===== src/rtl/sysx_job_scheduler_if.sv =====
// Requester/bus-side signal bundle for sysx_job_scheduler.
// slave: scheduler side; master: the requesters plus the sysX master data return.
interface sysx_job_scheduler_if;
    logic [1:0]  iReq;
    logic [3:0]  iSelect;
    logic [1:0]  iReceive;
    logic [63:0] iData;
    logic [11:0] iClockStep;
    logic [1:0]  oGrant;
    logic [1:0]  oDone;
    logic [31:0] oResult;
    logic        oTimeout;
    logic        oBusy;
    logic [3:0]  oAddress;
    logic [31:0] oDataOut;
    logic [31:0] iDataIn;
    logic        oWrite;
    logic        oEnable;

    modport slave (
        input  iReq, iSelect, iReceive, iData, iClockStep, iDataIn,
        output oGrant, oDone, oResult, oTimeout, oBusy, oAddress, oDataOut, oWrite, oEnable
    );

    modport master (
        output iReq, iSelect, iReceive, iData, iClockStep, iDataIn,
        input  oGrant, oDone, oResult, oTimeout, oBusy, oAddress, oDataOut, oWrite, oEnable
    );
endinterface


===== src/rtl/sysx_job_scheduler.sv =====
// Two-requester round-robin job scheduler driving a sysX master register port:
// MOSI write, config write, busy poll with timeout, MISO read, completion pulse.
module sysx_job_scheduler #(
    parameter logic [15:0] pTimeout = 16'd1024
) (
    input  logic                  iClkA,
    input  logic                  iReset,
    sysx_job_scheduler_if.slave   bus
);
    typedef enum logic [2:0] {
        IDLE, WR_MOSI, WR_CFG, POLL, RD_MISO, DONE, ABORT
    } state_t;

    state_t      rState, sNext;
    logic        rPri, rOwner, sWinner;
    logic [1:0]  rCs;
    logic        rRx;
    logic [15:0] rCount;

    logic [1:0]  rGrant, rDone, sGrant, sDone;
    logic [31:0] rResult, rDataOut, sDataOut;
    logic        rTimeout, rBusy, rWrite, rEnable, sWrite, sEnable;
    logic [3:0]  rAddress, sAddress;

    assign sWinner = (bus.iReq == 2'b11) ? rPri : bus.iReq[1];

    always_ff @(posedge iClkA) begin
        if (iReset) rState <= IDLE;
        else        rState <= sNext;
    end

    always_comb begin
        sNext = rState;
        case (rState)
            IDLE:    if (bus.iReq != 2'b00) sNext = WR_MOSI;
            WR_MOSI: sNext = WR_CFG;
            WR_CFG:  sNext = POLL;
            POLL: begin
                if (rCount >= 16'd2 && !bus.iDataIn[0]) sNext = RD_MISO;
                else if (rCount == pTimeout)            sNext = ABORT;
            end
            RD_MISO: sNext = DONE;
            ABORT:   sNext = DONE;
            DONE:    sNext = IDLE;
            default: sNext = IDLE;
        endcase
    end

    // Outputs are decoded from the next state and registered, so they line up with rState.
    always_comb begin
        sGrant   = '0;
        sDone    = '0;
        sAddress = '0;
        sDataOut = '0;
        sWrite   = 1'b0;
        sEnable  = 1'b0;
        case (sNext)
            WR_MOSI: begin
                sGrant[sWinner] = 1'b1;
                sAddress = 4'h1;
                sDataOut = sWinner ? bus.iData[63:32] : bus.iData[31:0];
                sWrite   = 1'b1;
                sEnable  = 1'b1;
            end
            WR_CFG: begin
                sAddress = 4'h0;
                sDataOut = {4'h0, bus.iClockStep, 8'h00, 3'b000, rRx, rCs, 2'b01};
                sWrite   = 1'b1;
                sEnable  = 1'b1;
            end
            POLL: begin
                sAddress = 4'h0;
                sEnable  = 1'b1;
            end
            RD_MISO: begin
                sAddress = 4'h2;
                sEnable  = 1'b1;
            end
            ABORT: begin
                sAddress = 4'h0;
                sWrite   = 1'b1;
                sEnable  = 1'b1;
            end
            DONE:    sDone[rOwner] = 1'b1;
            default: ;
        endcase
    end

    always_ff @(posedge iClkA) begin
        if (iReset) begin
            rPri   <= 1'b0;
            rOwner <= 1'b0;
            rCs    <= '0;
            rRx    <= 1'b0;
            rCount <= '0;
        end else begin
            if (rState == IDLE && bus.iReq != 2'b00) begin
                rOwner <= sWinner;
                rCs    <= sWinner ? bus.iSelect[3:2] : bus.iSelect[1:0];
                rRx    <= bus.iReceive[sWinner];
            end
            if (rState == WR_CFG)
                rCount <= '0;
            else if (rState == POLL && sNext == POLL)
                rCount <= rCount + 16'd1;
            if (rState == DONE)
                rPri <= ~rOwner;
        end
    end

    always_ff @(posedge iClkA) begin
        if (iReset) begin
            rGrant   <= '0;
            rDone    <= '0;
            rResult  <= '0;
            rTimeout <= 1'b0;
            rBusy    <= 1'b0;
            rAddress <= '0;
            rDataOut <= '0;
            rWrite   <= 1'b0;
            rEnable  <= 1'b0;
        end else begin
            rGrant   <= sGrant;
            rDone    <= sDone;
            rBusy    <= (sNext != IDLE);
            rAddress <= sAddress;
            rDataOut <= sDataOut;
            rWrite   <= sWrite;
            rEnable  <= sEnable;
            if (rState == RD_MISO) begin
                rResult  <= bus.iDataIn;
                rTimeout <= 1'b0;
            end else if (rState == ABORT) begin
                rResult  <= 32'h0BADC0DE;
                rTimeout <= 1'b1;
            end
        end
    end

    assign bus.oGrant   = rGrant;
    assign bus.oDone    = rDone;
    assign bus.oResult  = rResult;
    assign bus.oTimeout = rTimeout;
    assign bus.oBusy    = rBusy;
    assign bus.oAddress = rAddress;
    assign bus.oDataOut = rDataOut;
    assign bus.oWrite   = rWrite;
    assign bus.oEnable  = rEnable;
endmodule

===== src/flat_wrapper.sv =====
// flat-port wrapper written by rule: the top's interface ports become plain ports
module sysx_job_scheduler_flat 
#(
    parameter logic [15:0] pTimeout = 16'd1024
)
  (iClkA, iReset, bus_iReq, bus_iSelect, bus_iReceive, bus_iData, bus_iClockStep, bus_iDataIn, bus_oGrant, bus_oDone, bus_oResult, bus_oTimeout, bus_oBusy, bus_oAddress, bus_oDataOut, bus_oWrite, bus_oEnable);
  sysx_job_scheduler_if bus_i ();
  input  logic iClkA;
  input  logic iReset;
  input wire logic [$bits(bus_i.iReq)-1:0] bus_iReq;
  input wire logic [$bits(bus_i.iSelect)-1:0] bus_iSelect;
  input wire logic [$bits(bus_i.iReceive)-1:0] bus_iReceive;
  input wire logic [$bits(bus_i.iData)-1:0] bus_iData;
  input wire logic [$bits(bus_i.iClockStep)-1:0] bus_iClockStep;
  input wire logic [$bits(bus_i.iDataIn)-1:0] bus_iDataIn;
  output wire logic [$bits(bus_i.oGrant)-1:0] bus_oGrant;
  output wire logic [$bits(bus_i.oDone)-1:0] bus_oDone;
  output wire logic [$bits(bus_i.oResult)-1:0] bus_oResult;
  output wire logic [$bits(bus_i.oTimeout)-1:0] bus_oTimeout;
  output wire logic [$bits(bus_i.oBusy)-1:0] bus_oBusy;
  output wire logic [$bits(bus_i.oAddress)-1:0] bus_oAddress;
  output wire logic [$bits(bus_i.oDataOut)-1:0] bus_oDataOut;
  output wire logic [$bits(bus_i.oWrite)-1:0] bus_oWrite;
  output wire logic [$bits(bus_i.oEnable)-1:0] bus_oEnable;
  assign bus_i.iReq = bus_iReq;
  assign bus_i.iSelect = bus_iSelect;
  assign bus_i.iReceive = bus_iReceive;
  assign bus_i.iData = bus_iData;
  assign bus_i.iClockStep = bus_iClockStep;
  assign bus_i.iDataIn = bus_iDataIn;
  assign bus_oGrant = bus_i.oGrant;
  assign bus_oDone = bus_i.oDone;
  assign bus_oResult = bus_i.oResult;
  assign bus_oTimeout = bus_i.oTimeout;
  assign bus_oBusy = bus_i.oBusy;
  assign bus_oAddress = bus_i.oAddress;
  assign bus_oDataOut = bus_i.oDataOut;
  assign bus_oWrite = bus_i.oWrite;
  assign bus_oEnable = bus_i.oEnable;
  sysx_job_scheduler #(.pTimeout(pTimeout)) u_core (.iClkA(iClkA), .iReset(iReset), .bus(bus_i));
endmodule

===== config.mk =====
export PLATFORM = sky130hd
export DESIGN_NAME = sysx_job_scheduler_flat
export DESIGN_NICKNAME = d
export VERILOG_FILES = /design/src/rtl/sysx_job_scheduler_if.sv /design/src/rtl/sysx_job_scheduler.sv /design/src/flat_wrapper.sv
export SDC_FILE = /design/constraint.sdc
export NUM_CORES = 1
export LEC_CHECK = 0
export CAP_MARGIN = 20
export CORE_AREA = 4 4 105 107
export CTS_CLUSTER_DIAMETER = 60
export DETAILED_ROUTE_END_ITERATION = 10
export DIE_AREA = 0 0 109 111
export GPL_ROUTABILITY_DRIVEN = 0
export PLACE_DENSITY = 0.79
export SLEW_MARGIN = 20
export SYNTH_ARGS = -nofsm -noshare
export SYNTH_HDL_FRONTEND = slang
export SYNTH_SLANG_ARGS = --single-unit

===== constraint.sdc =====
create_clock -name iClkA -period 2.95 [get_ports iClkA]
set_clock_uncertainty 0.2 [all_clocks]
set_input_delay 0.7375 -clock iClkA [delete_from_list [all_inputs] [get_ports iClkA]]
set_output_delay 0.7375 -clock iClkA [all_outputs]
set_load 0.03 [all_outputs]

# Word level (Yosys, flattened, before mapping)

Cells that the tools add are included.

Flip-flop bits (word level): 100
Input port bits: 118
Output and inout bits: 76
Logic and storage cells: 74

Add/subtract/negate cells: 1
Magnitude comparators: 5
Equal/unequal tests: 14
Mux-type cells: 19
Bitwise operators: 3
Reduce and logical (&&, ||, !) cells: 17

Operators by type and width:

| cell                    | count |
|---|---|
| $mux W32                | 3 |
| $pmux W32 S2            | 1 |
| $eq A3 B3 Y1 const B    | 6 |
| $add A16 B1 Y16 const B | 1 |
| $eq A16 B11 Y1 const B  | 1 |
| $ge A16 B2 Y1 const B   | 1 |
| $pmux W3 S5             | 1 |
| $eq A3 B2 Y1 const B    | 4 |
| $reduce_or A2 Y1        | 5 |
| $mux W3                 | 3 |
| $mux W1                 | 7 |
| $eq A3 B1 Y1 const B    | 2 |
| $logic_and A1 B1 Y1     | 5 |
| $reduce_or A5 Y1        | 1 |
| $lt A1 B2 Y1 const B    | 2 |
| $pmux W2 S2             | 1 |
| $reduce_bool A2 Y1      | 2 |
| $logic_not A3 Y1        | 1 |
| $not A1 Y1              | 3 |
| $reduce_bool A3 Y1      | 1 |
| $reduce_or A3 Y1        | 1 |
| $demux W1 S1            | 2 |
| $eq A2 B2 Y1 const B    | 1 |
| $ge A1 B1 Y1 const B    | 2 |
| 2 further kinds         | 2 |

# Logic depth before layout (Yosys ltp)

Gate-level depths: netlist of run 1.

Word-level depth: 7
Gate-level depth with buffers: 8

# Worst setup path after synthesis of run 1

No wires, ideal clock.

Path type: input port to flip-flop
From: input bus_iReq[0]
To: register u_core.rDataOut[18], in the netlist u_core.bus.oDataOut[18]
Library setup time: 0.129 ns
Arrival: 1.863 ns
Path slack: 0.758 ns
Stages: 6
Cells stage by stage: inv_1 > o21a_1 > buf_2 > buf_1 > mux2i_1 > o21ai_0

Cells in the longest elaborated chain, start to end: 5
Elaborated cells between the ends (all ways): 9

Ends and longest elaborated chain:

| what                                         | RTL line                  | RTL |
|---|---|---|
| from (decl)                                  | flat_wrapper.sv:10        | `input wire logic [$bits(bus_i.iReq)-1:0] bus_iReq;` |
| $reduce_bool A2 Y1                           | sysx_job_scheduler.sv:35  | `IDLE: if (bus.iReq != 2'b00) sNext = WR_MOSI;` |
| $mux W3                                      | sysx_job_scheduler.sv:35  |  |
| $pmux W3 S5                                  | sysx_job_scheduler.sv:34  | `case (rState)` |
| $eq A3 B2 Y1 or $eq A3 B1 Y1 (tied branches) | sysx_job_scheduler.sv:57  | `case (sNext)` |
| $pmux W32 S2 *                               | sysx_job_scheduler.sv:57  |  |
| to (signal assigned)                         | sysx_job_scheduler.sv:127 | `rDataOut <= sDataOut;` |
| to (decl)                                    | sysx_job_scheduler.sv:21  | `logic [31:0] rResult, rDataOut, sDataOut;` |

Every way passes the cells marked *; elsewhere a longest branch is shown, timed or not.
A chain may end at the register's enable or synchronous reset.

# Final worst setup path of run 1

From: register u_core.rCount[0]
To: register u_core.rCount[9]

Cells in the longest elaborated chain, start to end: 6
Elaborated cells between the ends (all ways): 9

Ends and longest elaborated chain:

| what                                            | RTL line                                           | RTL |
|---|---|---|
| from (decl)                                     | sysx_job_scheduler.sv:18                           | `logic [15:0] rCount;` |
| from (signal assigned)                          | sysx_job_scheduler.sv:105                          | `rCount <= rCount + 16'd1;` |
| $ge A16 B2 Y1 or $eq A16 B11 Y1 (tied branches) | sysx_job_scheduler.sv:39, sysx_job_scheduler.sv:40 |  |
| $logic_and A1 B1 Y1 or $mux W3 (tied branches)  | sysx_job_scheduler.sv:39, sysx_job_scheduler.sv:40 |  |
| $mux W3                                         | sysx_job_scheduler.sv:39                           | `if (rCount >= 16'd2 && !bus.iDataIn[0]) sNext = RD_MISO;` |
| $pmux W3 S5                                     | sysx_job_scheduler.sv:34                           |  |
| $eq A3 B2 Y1                                    | sysx_job_scheduler.sv:104                          | `else if (rState == POLL && sNext == POLL)` |
| $logic_and A1 B1 Y1                             | sysx_job_scheduler.sv:104                          |  |

Several ways; a longest one is shown, not always the timed one.

==> metrics.md, run 1 <==
| Metric | Value |
|---|---|
| R2R cell count | `7` |
| Hold Vio Cnt, Final | `0` |
| Fin area | `0.006304 mm²` |
| Critical-path cell list | `inv_1 -> ha_1 -> nor4_1 -> a41oi_4 -> buf_4 -> or4_1 -> a21boi_1` |
| Req. time, crit path | `3.04 ns` |
| Final slew viol count | `0` |
| Initial antenna violation count | `0` |
| P&R area growth vs syn | `55.59%` |
| Mapped Area | `0.004051 mm²` |
| Largest area contributor in the netlist | `dfxtp_1` |
| Clk sink count | `just under 100` |
| Pwr Density | `approximately 420 mW/mm²` |
| Worst Max-Slew Pin Slew | `around 0.7 ns` |
| Sequential element share of the synthesized area | `48.42%` |
| Final setup fails | `0` |
| DP HPWL | `about 9500 µm` |
| CTS tree | `yes` |
| Share of layout cells above drive strength 1 | `6.269%` |
| Global-route wire length before repair | `19,850 µm` |
| Hold-critical path depth | `2` |
| Root Driver | `clkbuf_8` |
| Synth top cells by count | `dfxtp_1 (98), nand2_1 (77), a21oi_1 (35), nor3_1 (35), nor2_1 (30)` |
| Max stage delay on crit path | `~0.51 ns` |
| P_leak | `2.210 nW` |
| Crit path time final | `approximately 2.7 ns` |
| Skew-Pair Late Insertion Delay | `0.35 ns` |
| Dominant cells by area after synthesis | `dfxtp_1 (48%), nand2_1 (7.1%), mux2i_1 (6.4%), a21oi_1 (4.3%), nor3_1 (4.3%)` |
| Pin count of the biggest net entering global routing | `40` |
| TritonCTS Buffers | `9` |
| Post-Synthesis Mean Instance Area | `8.657 µm²` |
| Final ANT Viol Nets | `0` |
| Post-CTS sizing | `0` |
| Core area | `0.01014 mm²` |
| Synthesis Warnings | `0` |
| Hold Crit Class | `reg2reg` |
| Worst-path clk slew | `0.10 ns` |
| Cell Rows | `37` |
| Vias in the first global route | `4,070` |
| CP max stage cell | `or4_1` |
| Max-cap violations | `0` |
| Post-synth EDFFs | `0` |
| CP Max Fanout | `19` |
| Max H-tree Level | `3` |
| Post-layout nets | `770` |
| Crit path launch type | `register` |
| Critical path class | `reg2reg` |
| Die span in y | `111 µm` |
| Fmax | `~370 MHz` |
| Post-CTS setup buffers | `0` |
| # DRC | `0` |
| Syn Inst Count | `roughly 470` |
| Total die area | `0.01210 mm²` |
| Hold Buf Count CTS | `0` |
| Relative slew slack | `~53%` |
| Drt total wl | `between 10,000 and 15,000 µm` |
| Setup TNS | `0 ns` |
| Grt ovf | `0` |
| Routed len/inst | `16.05 µm` |
| Ys async rst share | `0%` |
| Synthesized flop and latch total | `98` |
| RSZ-0062 raised after global routing | `false` |
| Period utilization | `between 90% and 100%` |
| Setup crit end kind | `register` |
| Top FF cell, synth | `dfxtp_1` |
| Hold Slack | `0.2580 ns` |
| GRT Util Overall | `20.35%` |
| Peak VDD IR | `246.8 µV` |
| PortBufs | `approximately 190` |
| TritonRoute pass-1 iters | `4` |
| Unique masters post-synth | `45` |
| DR vias/cell | `5.142` |
| Initial Util | `39.96%` |
| ANT cells | `0` |
| Cell with the most instances after synthesis | `dfxtp_1` |
| Initial drt markers | `167` |
| I/O pin cnt | `194` |
| R2R Setup Slk | `approximately 0.22 ns` |
| Placed cell areas | `0.006122 mm²` |
| Top-area cell type share of the netlist area | `48.42%` |
| Chip width | `109 µm` |
| Vias post-DR | `4,062` |
| CTS Buffer Depth | `2` |
| Crit path arrival time | `around 2.8 ns` |
| Outcome | `finished clean` |
==> path summary, 6_finish.rpt <==
| path | startpoint | endpoint |
|---|---|---|
| worst max-delay path | u_core.rCount[0] | u_core.rCount[9] |
| worst min-delay path | u_core.bus.oTimeout | u_core.bus.oTimeout |
| worst max register to register | u_core.rCount[0] | u_core.rCount[9] |
| worst min register to register | u_core.bus.oTimeout | u_core.bus.oTimeout |
==> placed cells by master, fill, tap and decap left out, drive strengths merged, types with 6 or more instances in the layout <==
master and n:
mux2i 26, nand3b 17, clkbuf 10, a21oi 35
nand2 77, clkdlybuf4s50 190, nand4 7, or3 8
buf 17, o31ai 8, dfxtp 98, nor4 8
nor3 35, inv 6, a21boi 9, o21ai 20
nor2 30, or4 9
==> flip-flops by register name (all words and copies together), names as in the netlist, 2 cells and up <==
| name | cells |
|---|---|
| u_core.rState | 3 |
| u_core.bus.oAddress | 2 |
| u_core.bus.oGrant | 2 |
| u_core.bus.oResult | 32 |
| u_core.bus.oDataOut | 32 |
| u_core.bus.oDone | 2 |
| u_core.rCs | 2 |
| u_core.rCount | 16 |
==> per-stage QoR <==
step / setup WS [ns] / cells / util (%) / power (mW)
2_1_floorplan: 0.7577 / 469 / - / 1.649
3_3_place_gp: 0.2456 / 774 / 60.39 / 1.924
3_5_place_dp: 0.1362 / 774 / 60.39 / 1.935
4_1_cts: 0.1110 / 790 / 62.06 / 2.701
5_1_grt: 0.03618 / 790 / 62.17 / 2.797
6_report: 0.2161 / 790 / 62.17 / 2.676
==> power breakdown <==
group          internal [mW]  switching [mW]  total, mW
Clock                  0.309           0.466      0.774
Combinational          0.269           0.237      0.507
Sequential              1.37          0.0228       1.39
Total                   1.95           0.726       2.68
==> cell type report <==
type                       instances  area (µm²)
sequential                        98        1962
inverter                           5       18.77
fill                             838        3835
timing repair buffer             207        2052
clock buffer                      10       127.6
clock inverter                     6       42.54
multi-input combinational        328        1931
tap                              136       170.2
==> per-layer routing <==
| layer | GRT usage [%] | vias to the layer above | routed length, µm |
|---|---|---|---|
| li1 | - | 2002 | - |
| met1 | 22.33 | 1882 | 4829 |
| met2 | 36.28 | 156 | 6375 |
| met3 | 6.290 | 22 | 1175 |
| met4 | 7.155 | 0 | 301 |
| met5 | 0 | - | 0 |
==> worst max-delay path: cells and delay by family (launching register included) <==
family	cells	cell delay [ns]
and+or+nand+nor	2	0.96
DFF	1	0.38
AOI/OAI and AO/OA	2	0.56
buffers and inverters	2	0.37
adders and majority gates	1	0.20
==> logic make-up (layout without fill, tap and decap cells) <==
kind of cell	after synthesis	in the layout	share of synthesized area (%)
AOI/OAI and AO/OA	86	86	12.63
adders and majority gates	3	3	0.9266
buffers and inverters	43	228	4.540
DFF	98	98	48.42
muxes	26	26	6.424
other	1	2	0.09256
and+or+nand+nor	211	211	26.96
No activity file was read; power rests on OpenSTA's default activity.
==> run 2, diff against run 1 <==
--- a/config.mk
+++ b/config.mk
@@ -16,3 +16,4 @@
 export SYNTH_ARGS = -nofsm -noshare
 export SYNTH_HDL_FRONTEND = slang
 export SYNTH_SLANG_ARGS = --single-unit
+export TNS_END_PERCENT = 20
==> results of run 2 <==
Same layout as run 1: the final DEF is identical, and so are final timing and power.
